### src/rtl/mux_tree_pipe.sv
// mux_tree_pipe: pipelined N:1 binary mux tree with valid, channel tag, auto-scan and flush
module mux_tree_pipe #(
  parameter int WIDTH = 1,
  parameter int SEL_W = 3
) (
  input  logic                        clk,
  input  logic                        rst_n,
  input  logic [(2**SEL_W)*WIDTH-1:0] din,
  input  logic [SEL_W-1:0]            sel,
  input  logic                        in_valid,
  input  logic                        scan_en,
  input  logic                        flush,
  output logic [WIDTH-1:0]            y,
  output logic                        y_valid,
  output logic [SEL_W-1:0]            y_sel,
  output logic [SEL_W-1:0]            scan_cnt
);
  logic [SEL_W-1:0] r_cnt;
  logic [SEL_W-1:0] r_v;
  logic [SEL_W-1:0] w_eff_sel;

  assign w_eff_sel = scan_en ? r_cnt : sel;

  // scan counter advances once per accepted scan sample and wraps naturally at N
  always_ff @(posedge clk or negedge rst_n)
    if (!rst_n) r_cnt <= '0;
    else if (flush) r_cnt <= '0;
    else if (scan_en && in_valid) r_cnt <= r_cnt + 1'b1;

  // valid shifts one stage per cycle; flush kills every in-flight sample including the incoming one
  always_ff @(posedge clk or negedge rst_n)
    if (!rst_n) r_v <= '0;
    else if (flush) r_v <= '0;
    else r_v <= SEL_W'({r_v, in_valid});

  for (genvar k = 0; k < SEL_W; k++) begin : g_st
    localparam int M = 2**(SEL_W-1-k);
    logic [M*WIDTH-1:0] r_d;
    logic [SEL_W-1:0]   r_tag;
    logic [M*WIDTH-1:0] w_d;
    logic [SEL_W-1:0]   w_tag;
    if (k == 0) begin : g_in
      assign w_tag = w_eff_sel;
      for (genvar j = 0; j < M; j++) begin : g_n
        assign w_d[j*WIDTH +: WIDTH] = w_eff_sel[0] ? din[(2*j+1)*WIDTH +: WIDTH] : din[2*j*WIDTH +: WIDTH];
      end
    end else begin : g_mid
      assign w_tag = g_st[k-1].r_tag;
      for (genvar j = 0; j < M; j++) begin : g_n
        assign w_d[j*WIDTH +: WIDTH] = w_tag[k] ? g_st[k-1].r_d[(2*j+1)*WIDTH +: WIDTH] : g_st[k-1].r_d[2*j*WIDTH +: WIDTH];
      end
    end
    // the full select tag rides with the data and supplies the select bit for each later level
    always_ff @(posedge clk or negedge rst_n)
      if (!rst_n) begin
        r_d   <= '0;
        r_tag <= '0;
      end else begin
        r_d   <= w_d;
        r_tag <= w_tag;
      end
  end

  assign y        = g_st[SEL_W-1].r_d;
  assign y_sel    = g_st[SEL_W-1].r_tag;
  assign y_valid  = r_v[SEL_W-1];
  assign scan_cnt = r_cnt;
endmodule

### config.mk
export PLATFORM = sky130hd
export DESIGN_NAME = mux_tree_pipe
export DESIGN_NICKNAME = d
export VERILOG_FILES = /design/src/rtl/mux_tree_pipe.sv
export SDC_FILE = /design/constraint.sdc
export NUM_CORES = 1
export LEC_CHECK = 0
export CAP_MARGIN = 20
export CORE_MARGIN = 3
export CORE_UTILIZATION = 40
export DETAILED_ROUTE_END_ITERATION = 6
export MAX_ROUTING_LAYER = met4
export PLACE_DENSITY = 0.72
export REMOVE_ABC_BUFFERS = 1
export SLEW_MARGIN = 20
export SYNTH_ARGS = -nofsm -noshare
export SYNTH_HDL_FRONTEND = slang
export SYNTH_SLANG_ARGS = --single-unit
### constraint.sdc
create_clock -name clk -period 1.2 [get_ports clk]
set_input_delay 0.12 -clock clk [delete_from_list [all_inputs] [get_ports clk]]
set_output_delay 0.12 -clock clk [all_outputs]
set_load 0.03 [all_outputs]
==> Word-level counts from Yosys, hierarchy flattened <==
Index checks and enable logic that the tools add are counted.
{ "totals": {"mem_count": 0, "ram_bits": 0, "elab_cells": 22, "ff_bits": 22, "mem_bits_ro": 0, "output_inout_bits": 8, "latch_bits": 0} }
{ "op_classes": {"n_reduce_logical": 2, "n_mux": 11, "n_mul": 0, "order_cmp": 0, "n_eq_ne": 0, "bitwise": 0, "add_sub_neg": 1, "n_shift": 0, "div": 0} }
{ "op_table": {"columns": ["cell", "n"], "rows": [
  ["3-bit 2-to-1 mux", 4],
  ["1-bit 2-to-1 mux", 7],
  ["3-bit by 1-bit adder with 3-bit output (second input constant)", 1],
  ["2-bit nonzero test", 1],
  ["1-bit logical AND", 1]
]} }

==> Longest topological paths before layout <==
Gate-level depths: netlist of run 1.
{ "depth": {"ltp_word": 3, "ltp_mapped": 3, "ltp_nobuf": 3} }

==> Least setup slack after synthesis of run 1 <==
Ideal clock, no wire load.
{ "synth_timing": {"kind": "reg-to-reg", "start": "reg r_cnt[0] (netlist: scan_cnt[0])", "end": "reg r_cnt[2] (netlist: scan_cnt[2])", "setup_time_ps": 125, "path_stages_with_launch": 4, "required_ps": 1075, "setup_slack_ps": -85, "path_buffers": 0, "arrival_time_ps": 1160, "path_cell_list": "dfrtp_1 > ha_1 > nand3_1 > mux2_2"} }
{ "synth_via": {"elab_chain_cells": 3} }
{ "synth_rtl": {"columns": ["element", "line", "source"], "rows": [
  ["start, declared", "18", "logic [SEL_W-1:0] r_cnt;"],
  ["start signal, assigned", "28", "else if (scan_en && in_valid) r_cnt <= r_cnt + 1'b1;"],
  ["3-bit by 1-bit adder with 3-bit output", "28", null],
  ["3-bit 2-to-1 mux", "28", null],
  ["3-bit 2-to-1 mux", "27", "else if (flush) r_cnt <= '0;"]
]} }
Every way passes these cells. The select of a mux whose other input is x is not followed.
A chain may end at the register's enable or synchronous reset.

==> Worst setup path in the final report of run 1 <==
{ "layout_timing": {"start": "in scan_en", "end": "reg g_st[0].r_d[1]"} }
{ "layout_via": {"elab_chain_cells": 2} }
{ "layout_rtl": {"columns": ["element", "line", "source"], "rows": [
  ["start, declared", "11", "input logic scan_en,"],
  ["3-bit 2-to-1 mux", "22", "assign w_eff_sel = scan_en ? r_cnt : sel;"],
  ["1-bit 2-to-1 mux", "45", "assign w_d[j*WIDTH +: WIDTH] = w_eff_sel[0] ? din[(2*j+1)*WIDTH +: WIDTH] : din[2*j*WIDTH +: WIDTH];"],
  ["via g_st[0].w_d[1]", "40", "logic [M*WIDTH-1:0] w_d;"],
  ["end signal, assigned", "59", "r_d <= w_d;"],
  ["end, declared", "38", "logic [M*WIDTH-1:0] r_d;"]
]} }
The timed path passes the listed nets, and every way through them passes these cells.

==> results.sh, run 1 <==
export IMPL_final_period_utilization=0.975
export IMPL_clk_latency_ns=0.30
export IMPL_synthAdderAreaFrac=0.0158
export IMPL_netlist_area_sq_um=790
export IMPL_worstPathBufferInverterCount=1
export IMPL_rrSetupSlack_ns=0.03
export IMPL_hpwl_um=881
export IMPL_start_kind="input port"
export IMPL_path_cells="clkdlybuf4s50_1 > mux2i_4 > mux2_2"
export IMPL_drt_wl_total_um=1160
export IMPL_antenna_found_initial=0
export IMPL_dpl_cell_area_sq_um=1070
export IMPL_fill_cells=150
export IMPL_synthSimpleGateAreaFrac=0.0586
export IMPL_status="complete, no violations"
export IMPL_gr_total_overflow=0
export IMPL_vias_per_cell=4.52
export IMPL_ios=24
export IMPL_multi_input_area_sq_um=224
export IMPL_port_buffers=23
export IMPL_skew_ns=0.00178
export IMPL_final_common_cell="dfrtp_1"
export IMPL_dr_pass1_iters=4
export IMPL_power_density_nw_per_um2=1390
export IMPL_drtIter0Drc=5
export IMPL_vias=470
export IMPL_ys_types=12
export IMPL_avgSynthCellArea_sq_um=16.4
export IMPL_ant_nets=0
export IMPL_period_needed_ns=1.17
export IMPL_finish_utilization=0.619
export IMPL_rsz0062_at_grt="true"
export IMPL_fin_nets=97
export IMPL_dp_cells=100
export IMPL_rr_endpoint="scan_cnt[2]"
export IMPL_hold_path_class="in2async"
export IMPL_yosys_area_top_type_share=0.697
export IMPL_grt_max_degree=23
export IMPL_vdd_ir_drop_worst_v=0.000978
export IMPL_timing_setup_tns_ns=0
export IMPL_cts_tree="done"
export IMPL_clockRootBuffer="clkbuf_4"
export IMPL_fin_cells=104
export IMPL_holdWs_ns=0.160
export IMPL_num_antenna_cells=0
export IMPL_rows=15
export IMPL_grt_use_total=0.107
export IMPL_path_class="in2reg"
export IMPL_crit_slowest_cell="clkdlybuf4s50_1"
export IMPL_start_util=0.438
export IMPL_clkSinkCount=22
export IMPL_drc=0
export IMPL_grt_pass1_wl_um=1950
export IMPL_synthXorXnorAreaFrac=0
export IMPL_yosysSeqAreaShare=0.697
export IMPL_synth_top_area_cell="dfrtp_1"
export IMPL_r2r_start="scan_cnt[0]"
export IMPL_htreeDepth=1
export IMPL_cts_buffers=3
export IMPL_final_seq_area_sq_um=551
export IMPL_required_ns=1.39
export IMPL_die_w_um=50.4
export IMPL_core_area_sq_um=1800
export IMPL_synth_top_family_by_area="multiplexers"
export IMPL_yosys_warnings=0
export IMPL_critPathTopFamily="multiplexers"
export IMPL_fmax_ghz=0.855
export IMPL_layout_common_cells="dfrtp_1, clkdlybuf4s50_1, mux2_2"
export IMPL_maxCapViolCount=0
export IMPL_finalWeightedCongestion=0.704
export IMPL_fin_area_sq_um=1120
export IMPL_worst_ep_arrival_time_ns=1.36
export IMPL_cts_buffer_depth=2
export IMPL_setup_viol=0
export IMPL_tightest_slew_ns=0.300
export IMPL_synth_compound_area_frac=0.0380
export IMPL_crit_fanout=5
export IMPL_drv_slew=0
export IMPL_grt_pass1_vias=457
export IMPL_slew_headroom=0.801
export IMPL_drive_gt1_frac=0.316
export IMPL_reg2regPathDepth=3
export IMPL_hold_viol=0
export IMPL_die_h_um=50.4
export IMPL_wl_per_cell_um=11.1
export IMPL_synth_cells=48
export IMPL_dieArea_sq_um=2540
export IMPL_muxShareOfSynthArea=0.171
export IMPL_syn_to_final_growth_pct=41.4
export IMPL_synth_seq_cells=22
export IMPL_ys_top_cells_by_area="dfrtp_1, mux2_2, nor2b_1"
export IMPL_cp_end_kind="flop"
export IMPL_clk_pin_slew_ns=0.11
export IMPL_cellLeakagePower_nw=0.524
export IMPL_cpPeakStageDelay_ns=0.55
[layer usage]
layer | vias to the layer above | global-route usage | part of all wire
li1 | 224 | - | -
met1 | 225 | 0.122 | 0.41
met2 | 19 | 0.170 | 0.50
met3 | 2 | 0.0326 | 0.091
met4 | 0 | 0.0538 | 0.0052
met5 | - | - | 0
[cell usage after synthesis, drive strengths merged]
library cell and number:
nor2 1, mux2i 1, nand3b 1, dfrtp 22, nor2b 4, a21oi 2
inv 1, ha 1, mux2 10, buf 1, a21bo 2, nand3 2
[sequential cells by signal (all words and copies together) (netlist names)]
register / count
g_st.r_d: 6
g_st.r_tag: 6
r_v: 3
scan_cnt: 3
y: 1
y_sel: 3
[timing repair]
item / in CTS / in global routing
endpoints found under the setup margin: 6 / 5
setup buffers: 0 / 0
gates resized for setup: 8 / 4
hold endpoints to repair: 0 / 0
cloned: 0 / 0
hold buffers: 0 / 0
[where the power goes]
part / switching [mW] / internal (mW) / total (mW)
clock: 0.205 / 0.337 / 0.543
sequential: 0.0160 / 0.792 / 0.808
combinational: 0.0874 / 0.112 / 0.200
[worst max-delay path by stage]
stage / start / endpoint / cells past startpoint
2_1_floorplan: scan_cnt[0] / scan_cnt[2] / 3
3_3_place_gp: scan_en / g_st[0].r_d[3] / 3
3_5_place_dp: scan_en / g_st[0].r_d[1] / 3
4_1_cts: scan_cnt[0] / scan_cnt[0] / 2
5_1_grt: scan_cnt[0] / scan_cnt[0] / 2
6_report: scan_en / g_st[0].r_d[1] / 3
[kinds of logic (layout without fill, tap and decap cells)]
group	Yosys count	after routing
flip-flops	22	22
multiplexers	11	11
AO/OA/AOI/OAI	4	4
AND/OR/NAND/NOR	8	8
buffers and inverters	2	33
adder cells (fa/ha/maj)	1	1
[per-stage QoR]
stage          worst slack, ns  power, mW
2_1_floorplan          -0.0850      0.908
3_3_place_gp            -0.273       1.03
3_5_place_dp            -0.308       1.03
4_1_cts                 0.0142       1.57
5_1_grt                -0.0114       1.62
6_report                0.0297       1.55
[final cells by class]
| type | instances | area share |
|---|---|---|
| clock buffer | 3 | 0.0202 |
| clock inverter | 1 | 0.0269 |
| inverter | 1 | 0.00336 |
| multi-input combinational | 24 | 0.201 |
| sequential | 22 | 0.493 |
| tap | 25 | 0.0280 |
| timing repair buffer | 28 | 0.228 |
Power figures use the tool's default switching activity.
==> run 2: changes to the inputs <==
--- a/config.mk
+++ b/config.mk
@@ -11,7 +11,6 @@
 export DETAILED_ROUTE_END_ITERATION = 6
 export MAX_ROUTING_LAYER = met4
 export PLACE_DENSITY = 0.72
-export REMOVE_ABC_BUFFERS = 1
 export SLEW_MARGIN = 20
 export SYNTH_ARGS = -nofsm -noshare
 export SYNTH_HDL_FRONTEND = slang
==> run 2 against run 1 <==
Count of clock-buffer cells in the layout rose by 1. Worst setup slack improved by 0.0054 ns. Worst hold slack got worse by 0.016 ns. Routed wire length rose by 0.78%. Flip-flop and latch count did not move. Combinational power fell by 2%. Final cell count fell by 0.96%. Largest power group unchanged. Highest routed layer unchanged.
==> results.sh, run 2 (synthesized netlist as in run 1, its figures left out) <==
export IMPL_holdWs_ns=0.144
export IMPL_dr_pass1_iters=2
export IMPL_htreeDepth=1
export IMPL_clkSinkCount=22
export IMPL_fin_nets=96
export IMPL_finalWeightedCongestion=0.781
export IMPL_cts_tree="done"
export IMPL_vias_per_cell=4.52
export IMPL_required_ns=1.39
export IMPL_num_antenna_cells=0
export IMPL_final_common_cell="dfrtp_1"
export IMPL_grt_use_total=0.112
export IMPL_drtIter0Drc=2
export IMPL_port_buffers=23
export IMPL_ios=24
export IMPL_grt_use_met1=0.131
export IMPL_rsz0062_at_grt="false"
export IMPL_met2_usage=0.172
export IMPL_path_cells="ha_2 > nand3_1 > mux2_2"
export IMPL_wl_per_cell_um=11.3
export IMPL_slew_headroom=0.804
export IMPL_cts_buffers=3
export IMPL_grt_max_degree=23
export IMPL_dpl_cell_area_sq_um=1070
export IMPL_start_util=0.438
export IMPL_drive_gt1_frac=0.359
export IMPL_core_area_sq_um=1800
export IMPL_worst_ep_arrival_time_ns=1.36
export IMPL_cts_buffer_depth=2
export IMPL_cp_end_kind="flop"
export IMPL_die_h_um=50.4
export IMPL_tightest_slew_ns=0.295
export IMPL_hpwl_um=886
export IMPL_grt_pass1_vias=445
export IMPL_hold_buffers=0
export IMPL_hold_path_class="in2async"
export IMPL_skew_ns=0.00227
export IMPL_setup_viol=0
export IMPL_drv_slew=0
export IMPL_status="complete, no violations"
export IMPL_fin_area_sq_um=1100
export IMPL_gr_total_overflow=0
export IMPL_reg_top3="g_st.r_d (6), g_st.r_tag (6)"
export IMPL_clockRootBuffer="clkbuf_4"
export IMPL_drc=0
export IMPL_syn_to_final_growth_pct=39.1
export IMPL_clk_latency_ns=0.30
export IMPL_critPathTopFamily="flip-flops"
export IMPL_clk_pin_slew_ns=0.11
export IMPL_grt_met3_usage=0.0475
export IMPL_ant_nets=0
export IMPL_vias=466
export IMPL_synthesis_nets=65
export IMPL_crit_slowest_cell="dfrtp_2"
export IMPL_grt_pass1_wl_um=1990
export IMPL_hold_viol=0
export IMPL_power_density_nw_per_um2=1270
export IMPL_rows=15
export IMPL_antenna_found_initial=0
export IMPL_start_kind="flop"
export IMPL_cellLeakagePower_nw=0.498
export IMPL_finish_utilization=0.610
export IMPL_layout_common_cells="dfrtp_1, clkdlybuf4s50_1, mux2_2"
export IMPL_vdd_ir_drop_worst_v=0.00101
export IMPL_fmax_ghz=0.858
export IMPL_final_period_utilization=0.971
export IMPL_worstPathBufferInverterCount=0
export IMPL_path_class="reg2reg"
export IMPL_fill_cells=154
export IMPL_maxCapViolCount=0
export IMPL_period_needed_ns=1.16
export IMPL_crit_fanout=5
export IMPL_die_w_um=50.4
export IMPL_cpPeakStageDelay_ns=0.46
export IMPL_drt_wl_total_um=1170
export IMPL_dieArea_sq_um=2540
export IMPL_busiest_layer="met2"
==> run 2: cell count changes in the layout (fill, tap and decap cells not counted), sizes merged <==
cell and delta:
clkdlybuf4s15 +2, buf -3, bufinv -1, clkbuf +3, dlygate4sd2 -2
==> run 2: stage by stage <==
stage               total power, mW  cells  setup WS (ns)  TNS, ns
floorplan                     0.917     48        0.00241        0
global placement               1.03     99         -0.274    -1.44
detailed placement             1.03     99         -0.284    -1.48
CTS                            1.41    103      0.0000412        0
global route                   1.48    103       0.000192        0
finish                         1.40    103         0.0351        0
==> run 2: final timing paths <==
path / startpoint / endpoint / slack (ns) / depth (start not counted)
worst max-delay path: scan_cnt[0] / scan_cnt[2] / 0.04 / 3
worst min-delay path: rst_n / g_st[0].r_d[3] / 0.14 / 2
worst max register to register: scan_cnt[0] / scan_cnt[2] / 0.04 / 3
worst min register to register: g_st[1].r_tag[1] / y_sel[1] / 0.36 / 0
max in group asynchronous: rst_n / scan_cnt[1] / 0.83 / 2
min in group clk: g_st[1].r_tag[1] / y_sel[1] / 0.36 / 0
==> run 2: area by class of cell <==
class	instances	area, sq um	area share
inverter	1	3.75	0.00342
timing repair buffer	27	248	0.226
clock buffer	4	36.3	0.0330
tap	25	31.3	0.0285
sequential	22	553	0.503
multi-input combinational	24	226	0.206
==> run 2: report_power, final <==
part	internal, mW	switching (mW)	total [mW]
logic	0.110	0.0856	0.196
registers	0.793	0.0190	0.812
clock network	0.185	0.205	0.390
total	1.09	0.309	1.40
==> run 2: per-layer routing <==
| layer | share of wire | wire length (um) |
|---|---|---|
| met1 | 0.43 | 501 |
| met2 | 0.50 | 586 |
| met3 | 0.057 | 67 |
| met4 | 0.010 | 12 |
| met5 | 0 | 0 |
==> run 2: what timing repair did <==
action	4_1_cts	5_1_grt
resized for setup	10	6
setup buffers	0	0
endpoints found under the setup margin	7	5
==> run 3: changes to the inputs <==
--- a/config.mk
+++ b/config.mk
@@ -11,7 +11,7 @@
 export DETAILED_ROUTE_END_ITERATION = 6
 export MAX_ROUTING_LAYER = met4
 export PLACE_DENSITY = 0.72
-export SLEW_MARGIN = 20
+export SLEW_MARGIN = 10
 export SYNTH_ARGS = -nofsm -noshare
 export SYNTH_HDL_FRONTEND = slang
 export SYNTH_SLANG_ARGS = --single-unit
==> results of run 3 <==
Same layout as run 2: the final DEF is identical, and so are final timing and power.
